`src/rtl/sram_port_arbiter.sv`:
```
// sram_port_arbiter: shares one synchronous SRAM port between an instruction-fetch reader (IF) and a data-memory requester (DM)
// DM has priority; a starvation counter forces an IF grant after STARVE_LIMIT consecutive denied IF-request cycles.
// Read data returns one cycle after issue with a registered, reset-gated valid for its owner.
// Ports: clk, rst (sync, active-high); if_req/if_addr -> if_gnt, if_rvalid, if_rdata;
//        dm_req/dm_wen/dm_addr/dm_wdata -> dm_gnt, dm_rvalid, dm_rdata;
//        sram_en/sram_wen/sram_addr/sram_wdata out, sram_rdata in.
// Optional SRAM_ARB_PERF_EN: adds perf_conflict and perf_starve event counters.
module sram_port_arbiter #(
    parameter int STARVE_LIMIT = 3
) (
    input  logic        clk,
    input  logic        rst,
    input  logic        if_req,
    input  logic [31:0] if_addr,
    output logic        if_gnt,
    output logic        if_rvalid,
    output logic [31:0] if_rdata,
    input  logic        dm_req,
    input  logic [3:0]  dm_wen,
    input  logic [31:0] dm_addr,
    input  logic [31:0] dm_wdata,
    output logic        dm_gnt,
    output logic        dm_rvalid,
    output logic [31:0] dm_rdata,
    output logic        sram_en,
    output logic [3:0]  sram_wen,
    output logic [31:0] sram_addr,
    output logic [31:0] sram_wdata,
    input  logic [31:0] sram_rdata
`ifdef SRAM_ARB_PERF_EN
    ,
    output logic [31:0] perf_conflict,
    output logic [31:0] perf_starve
`endif
);
    logic [3:0] starve_cnt_q, starve_cnt_d;
    logic       if_rvalid_q, if_rvalid_d;
    logic       dm_rvalid_q, dm_rvalid_d;
    logic       starve;
    always_comb begin
        starve       = starve_cnt_q == 4'(STARVE_LIMIT);
        if_gnt       = !rst && if_req && (!dm_req || starve);
        dm_gnt       = !rst && dm_req && !if_gnt;
        sram_en      = if_gnt || dm_gnt;
        sram_wen     = dm_gnt ? dm_wen : 4'b0;
        sram_addr    = dm_gnt ? dm_addr : if_gnt ? if_addr : 32'b0;
        sram_wdata   = dm_gnt ? dm_wdata : 32'b0;
        starve_cnt_d = (if_gnt || !if_req) ? 4'd0 : starve ? starve_cnt_q : starve_cnt_q + 4'd1;
        if_rvalid_d  = if_gnt;
        dm_rvalid_d  = dm_gnt && (dm_wen == 4'b0);
        // gating by rst drops a response whose read was issued just before reset
        if_rvalid    = if_rvalid_q && !rst;
        dm_rvalid    = dm_rvalid_q && !rst;
        if_rdata     = sram_rdata;
        dm_rdata     = sram_rdata;
    end
    always_ff @(posedge clk) begin
        if (rst) begin
            starve_cnt_q <= 4'd0;
            if_rvalid_q  <= 1'b0;
            dm_rvalid_q  <= 1'b0;
        end else begin
            starve_cnt_q <= starve_cnt_d;
            if_rvalid_q  <= if_rvalid_d;
            dm_rvalid_q  <= dm_rvalid_d;
        end
    end
`ifdef SRAM_ARB_PERF_EN
    logic [31:0] perf_conflict_q, perf_conflict_d;
    logic [31:0] perf_starve_q, perf_starve_d;
    always_comb begin
        perf_conflict_d = perf_conflict_q + 32'(!rst && if_req && dm_req);
        perf_starve_d   = perf_starve_q + 32'(starve && dm_req && if_gnt);
        perf_conflict   = perf_conflict_q;
        perf_starve     = perf_starve_q;
    end
    always_ff @(posedge clk) begin
        if (rst) begin
            perf_conflict_q <= 32'd0;
            perf_starve_q   <= 32'd0;
        end else begin
            perf_conflict_q <= perf_conflict_d;
            perf_starve_q   <= perf_starve_d;
        end
    end
`endif
endmodule

```
`config.mk`:
```
export PLATFORM = sky130hd
export DESIGN_NAME = sram_port_arbiter
export DESIGN_NICKNAME = d
export VERILOG_FILES = /design/src/rtl/sram_port_arbiter.sv
export SDC_FILE = /design/constraint.sdc
export NUM_CORES = 1
export LEC_CHECK = 0
export ABC_AREA = 0
export BUFFER_PORTS_ARGS = -buffer_cell sky130_fd_sc_hd__buf_2
export CORE_AREA = 2 2 107 109
export CTS_CLUSTER_SIZE = 16
export DETAILED_ROUTE_END_ITERATION = 7
export DIE_AREA = 0 0 109 111
export HOLD_SLACK_MARGIN = 0.06
export PLACE_DENSITY_LB_ADDON = 0.3
export SYNTH_ARGS = -nofsm -noshare
export SYNTH_HDL_FRONTEND = slang
export SYNTH_SLANG_ARGS = --single-unit
```
`constraint.sdc`:
```
create_clock -name clk -period 2.1 [get_ports clk]
set_input_delay 0.525 -clock clk [delete_from_list [all_inputs] [get_ports clk]]
set_output_delay 0.525 -clock clk [all_outputs]
set_load 0.01 [all_outputs]
```
==> out/metrics.cfg, run 1 <==
[die]
start_util_pct=11.98
die_h_um=111
io_pins=273
placement_rows=39
core_area_um2=11080
die_area_um2=12100
die_w_um=109

[power_and_ir_drop]
p_leak_uw=0.001366
ir_drop_mv=0.2489
power_density_nw_per_um2=331.2

[logic_synthesis]
synthTopCellsByCount=buf_4 (64), and2_1 (37), a22o_1 (32)
avgSynthCellArea_um2=7.763
synthFlopType=dfxtp_1
synth_cell_types=21
yosysMostFrequentCell=buf_4
synth_nets=308
ys_top_cells_by_area=buf_4 (36%), a22o_1 (21%), and2_1 (17%)
synth_top_area_cell=buf_4
synth_seq_area_share_pct=9.048
synth_edf_count=0
ys_async_sr_fraction_pct=0
synth_warnings=0
synthesis.area_um2=1328
syn_inst=171
synth.top_cell.area_share_pct=36.19
ys_ff_latch=6

[setup_path]
cp_slowest_cell=or3b_4
criticalPathCategory=reg2out
worstReg2RegStart=starve_cnt_q[1]$_SDFFE_PP0P_
rrSetupSlack_ns=0.70
required_ns=1.57
crit_chain=ha_4, or3b_4, a21oi_4, buf_12, buf_6, a22o_1, buf_2
start_kind=flip-flop
arrival_ns=1.80
cp_max_fo=8
endpoint_kind=output port
cpPeakStageDelay_ns=0.41
r2r_cells=6
reg2reg_to=dm_rvalid_q$_SDFF_PP0_

[cts]
postCtsHoldBufs=0
clock_latency_ns=0.23
clockBufferDepth=2
clk_transition_reported_paths_ns=0.03
cts_tree=built
htreeDepth=1
cts-root-buf=clkbuf_16
clock-sinks=6
cts_buffers=3

[timing]
hold_viol=0
slew_violations=0
timing.fmax_mhz=429.3
setup_viol=69
tightest_slew_ns=0.4359
hold_slack_ns=0.5138
finalSetupTns_ns=-11.43
finalWorstSetupSlack_ns=-0.2292
min_period_ns=2.329
period_share_pct=110.9
rsz0062_at_grt=true
relSlewSlack_pct=70.67
clock_skew_ns=0.002426

[place]
gp_congestion=0.7096
portBuffers=176
dp_hpwl_um=3734

[drt]
remaining_drc_errors=0
via_count=1661
dr.first_iter.drc_count=35
drt-wirelength-per-cell_um=13.07
ant_nets=0
drt_wl_total_um=5778
firstDrtPassIters=4
viasPerCell=3.758

[run_status]
failed_checks=negative setup slack
status=finished with violations

[grt]
grt_pass1_vias=1524
grt_max_degree=34
grtUsageTotal_pct=7.163
antenna_found_initial=0
gr-total-overflow=0
grt_pass1_wl_um=6858

[cells_and_area]
area_growth_pct=88.97
fin_nets=438
drive_gt1_share_pct=77.93
antennaDiodeCount=0

[min_path]
hold_depth=2
hp-class=reg2reg
hp-start=starve_cnt_q[0]$_SDFFE_PP0P_
hold_end=starve_cnt_q[0]$_SDFFE_PP0P_

[job]
max_cap_violations=0

-- placed cells by master (no fill, tap or decap), drive strengths merged --
master and instances:
a311oi 1, nand2b 1, dfxtp 6, nor2b 2
nor4 1, xor2 1, nor2 7, inv 2
a22o 32, buf 194, nand4b 1, or3b 1
clkbuf 8, ha 1, a21oi 2, and2 37
nand3 1, xnor2 1
-- sequential cells by signal, indices dropped and copies added, names as in the netlist --
signal and flops:
starve_cnt_q 4, if_rvalid_q 1, dm_rvalid_q 1
-- power by group --
group	total (uW)	switching [uW]	internal, uW
clock network	308	63.4	244
registers	118	1.05	117
logic	405	163	243
-- critical path: cells and delay by family (launching register included) --
kind / cells / cell delay (ns)
flip-flops: 1 / 0.34
adder cells (fa/ha/maj): 1 / 0.14
buffers and inverters: 3 / 0.42
AO/OA/AOI/OAI: 2 / 0.27
AND/OR/NAND/NOR: 1 / 0.41
-- layout make-up --
class,instances,area [um^2]
Multi-Input combinational cell,89,738.2
Sequential cell,6,123.9
Fill cell,1230,8568
Clock buffer,3,75.07
Timing Repair Buffer,199,1385
Inverter,2,7.507
Tap cell,143,178.9
-- routing by layer --
metal	vias to the layer above	wire length, um	GRT usage (%)
met1	750	1878	6.439
met2	121	3192	14.66
met3	16	533	1.587
li1	774	-	-
met4	0	174	2.906
met5	-	0	0
-- stage by stage --
stage | instance area (um^2) | utilization (%) | cells | total power (uW) | setup slack, ns
final | 2509 | 22.65 | 442 | 830.9 | -0.2292
after global placement | 1958 | 17.68 | 425 | 427.4 | 0.001554
after global routing | 2509 | 22.65 | 442 | 879.1 | -0.2850
after floorplan | 1328 | - | 171 | 371.6 | 0.06631
after CTS | 2228 | 20.12 | 435 | 783.6 | -0.2079
after detailed placement | 1958 | 17.68 | 425 | 429.3 | -0.02111
-- worst max path at each step --
| stage | from | end | slack [ns] | cells past startpoint |
|---|---|---|---|---|
| 2_1_floorplan | starve_cnt_q[0]$_SDFFE_PP0P_ | sram_addr[22] | 0.07 | 5 |
| 3_3_place_gp | rst | sram_addr[25] | 0.002 | 5 |
| 3_5_place_dp | rst | sram_addr[23] | -0.02 | 5 |
| 4_1_cts | starve_cnt_q[0]$_SDFFE_PP0P_ | sram_addr[23] | -0.21 | 6 |
| 5_1_grt | starve_cnt_q[1]$_SDFFE_PP0P_ | sram_addr[2] | -0.28 | 7 |
| 6_report | starve_cnt_q[1]$_SDFFE_PP0P_ | sram_addr[28] | -0.23 | 7 |
-- kinds of logic after synthesis --
logic type	count (synthesis)	synth area share, %
flip-flops	6	9.048
buffers and inverters	76	41.66
XOR/XNOR	2	1.320
AO/OA/AOI/OAI	35	23.85
AND/OR/NAND/NOR	51	23.19
adder cells (fa/ha/maj)	1	0.9424
-- repair_timing --
item	in CTS	in global routing
setup endpoints to repair	70	70
setup buffers	4	6
pin swaps	6	24
cloned	3	6
resized for setup	23	45
Power figures use the tool's default switching activity.
==> run 2: changes to the inputs <==
--- a/config.mk
+++ b/config.mk
@@ -7,4 +7,5 @@
 export LEC_CHECK = 0
 export ABC_AREA = 0
+export ABC_CLOCK_PERIOD_IN_PS = 2100
 export BUFFER_PORTS_ARGS = -buffer_cell sky130_fd_sc_hd__buf_2
 export CORE_AREA = 2 2 107 109
@@ -14,4 +15,5 @@
 export HOLD_SLACK_MARGIN = 0.06
 export PLACE_DENSITY_LB_ADDON = 0.3
+export SETUP_SLACK_MARGIN = 0.3
 export SYNTH_ARGS = -nofsm -noshare
 export SYNTH_HDL_FRONTEND = slang
==> constraint.sdc (replaced) <==
create_clock -name clk -period 2.1 [get_ports clk]
set_input_delay 0.42 -clock clk [delete_from_list [all_inputs] [get_ports clk]]
set_output_delay 0.42 -clock clk [all_outputs]
set_load 0.01 [all_outputs]
==> out/metrics.cfg, run 2 (synthesis gave the netlist of run 1 again) <==
[run_status]
status=finished with violations
failed_checks=negative setup slack

[drt]
firstDrtPassIters=4  ; unchanged
remaining_drc_errors=0  ; unchanged
topRoutingLayerUsed=met4
met1_length_um=2312  ; +23%
drt_wl_total_um=6667  ; +15%
route.met2.wl_um=3359  ; +5.2%
via_count=1687  ; +1.6%
wl_met3_um=671  ; +26%
dr.first_iter.drc_count=23  ; -34%
drt-wirelength-per-cell_um=15.08  ; +15%
viasPerCell=3.817  ; +1.6%
ant_nets=0  ; unchanged

[setup_path]
reg2reg_to=dm_rvalid_q$_SDFF_PP0_
arrival_ns=1.81  ; about the same
criticalPathCategory=reg2out
worstReg2RegStart=starve_cnt_q[1]$_SDFFE_PP0P_
cp_slowest_cell=or3b_4
rrSetupSlack_ns=0.56  ; -0.14 ns
required_ns=1.68  ; +0.11 ns
start_kind=flip-flop
r2r_cells=7  ; +1
cp_top_family=buffers and inverters
cp_max_fo=8  ; unchanged
critPathBufInv=3  ; unchanged
cpPeakStageDelay_ns=0.39  ; -0.02 ns
endpoint_kind=output port
crit_chain=ha_4, or3b_4, a21oi_4, buf_12, clkbuf_16, a22o_1, buf_2

[timing]
hold_slack_ns=0.4892  ; -0.02460 ns
slew_violations=0  ; unchanged
hold_viol=0  ; unchanged
min_period_ns=2.231  ; -0.09865 ns
clock_skew_ns=0.002373  ; -0.00005322 ns
timing.fmax_mhz=448.3  ; +4.4%
finalSetupTns_ns=-4.668  ; +6.759 ns
relSlewSlack_pct=82.63  ; +12 points
period_share_pct=106.2  ; -4.7 points
tightest_slew_ns=0.2582  ; -0.1777 ns
finalWorstSetupSlack_ns=-0.1305  ; +0.09865 ns
setup_viol=65  ; -5.8%
rsz0062_at_grt=true

[cts]
clk_transition_reported_paths_ns=0.03  ; about the same
clock_latency_ns=0.23  ; about the same
postCtsHoldBufs=0  ; unchanged
cts_tree=built
cts-root-buf=clkbuf_16
cts_buffers=3  ; unchanged
clockBufferDepth=2  ; unchanged
clock-sinks=6  ; unchanged
htreeDepth=1  ; unchanged

[cells_and_area]
final_common_cell=buf_2
fin_nets=438  ; unchanged
final_util_pct=23.01  ; +0.36 points
fin_area_um2=2549  ; +1.6%
layout_common_cells=buf_2 (152), a22o_1 (32), buf_6 (24)
largest_reg_flops=4  ; unchanged
top_regs=starve_cnt_q x4, dm_rvalid_q x1, if_rvalid_q x1
drive_gt1_share_pct=75.92  ; -2.0 points
area_growth_pct=91.99
antennaDiodeCount=0  ; unchanged
top_register=starve_cnt_q
filler_cell_count=1204  ; -2.1%

[min_path]
hold_end=if_rvalid_q$_SDFF_PP0_
hp-start=dm_req
hp-class=in2reg
hold_depth=2  ; unchanged

[place]
dpl_cell_area_um2=1928  ; -1.5%
dp_hpwl_um=4774  ; +28%
portBuffers=176  ; unchanged
gp_congestion=0.7536  ; +6.2%

[die]
placement_rows=39  ; unchanged
die_w_um=109  ; unchanged
io_pins=273  ; unchanged
die_area_um2=12100  ; unchanged
core_area_um2=11080  ; unchanged
die_h_um=111  ; unchanged
start_util_pct=11.98  ; unchanged

[power_and_ir_drop]
power_uw=849.7  ; +2.3%
ir_drop_mv=0.2054  ; -17%
power_density_nw_per_um2=333.4  ; +0.65%
p_leak_uw=0.001379  ; +0.94%

[job]
max_cap_violations=0  ; unchanged

[grt]
gr-total-overflow=0  ; unchanged
antenna_found_initial=0  ; unchanged
grt_max_degree=23  ; -32%
grtUsageTotal_pct=9.149  ; +2.0 points
grt_pass1_vias=1702  ; +12%
grt_pass1_wl_um=8424  ; +23%

==> run 2: stage by stage <==
step / instances / setup slack, ns
CTS: 437 / -0.1384
detailed placement: 419 / 0.09235
global route: 442 / -0.1939
global placement: 419 / 0.1383
finish: 442 / -0.1305
floorplan: 171 / 0.2683
==> run 2: worst max path at each step <==
stage / start / endpoint / slack (ns) / cells after the start
after floorplan: starve_cnt_q[1]$_SDFFE_PP0P_ / sram_addr[22] / 0.27 / 5
after global placement: dm_req / sram_wdata[1] / 0.14 / 6
after detailed placement: starve_cnt_q[0]$_SDFFE_PP0P_ / sram_addr[28] / 0.09 / 6
after CTS: starve_cnt_q[1]$_SDFFE_PP0P_ / sram_addr[0] / -0.14 / 7
after global routing: starve_cnt_q[1]$_SDFFE_PP0P_ / sram_addr[11] / -0.19 / 7
final: starve_cnt_q[1]$_SDFFE_PP0P_ / sram_addr[8] / -0.13 / 7
==> run 2: layout make-up <==
cell class	count	area, um^2	share of cell area [%]
Sequential cell	6	122.6	4.811
Timing Repair Buffer	199	1439	56.46
Tap cell	143	178.9	7.020
Clock buffer	3	75.07	2.946
Inverter	2	7.507	0.2946
Multi-Input combinational cell	89	725.7	28.47
==> run 2: where the power goes <==
group	total [uW]	switching, uW	internal, uW	leakage (uW)
Combinational	425	171	254	0.00129
Clock	306	62.2	244	0.0000370
Sequential	118	1.11	117	0.0000496
Total	850	235	615	0.00138
==> run 2: what timing repair did <==
action                     4_1_cts  5_1_grt
gates cloned                     5        4
pin swaps                        2       10
setup endpoints to repair       70       70
buffers inserted                10        1
gates resized for setup         16       38
==> run 2: metal layers <==
metal | vias up | GRT usage [%]
li1 | 773 | -
met1 | 735 | 9.366
met2 | 144 | 17.02
met3 | 35 | 1.764
met4 | 0 | 4.872
met5 | - | 0
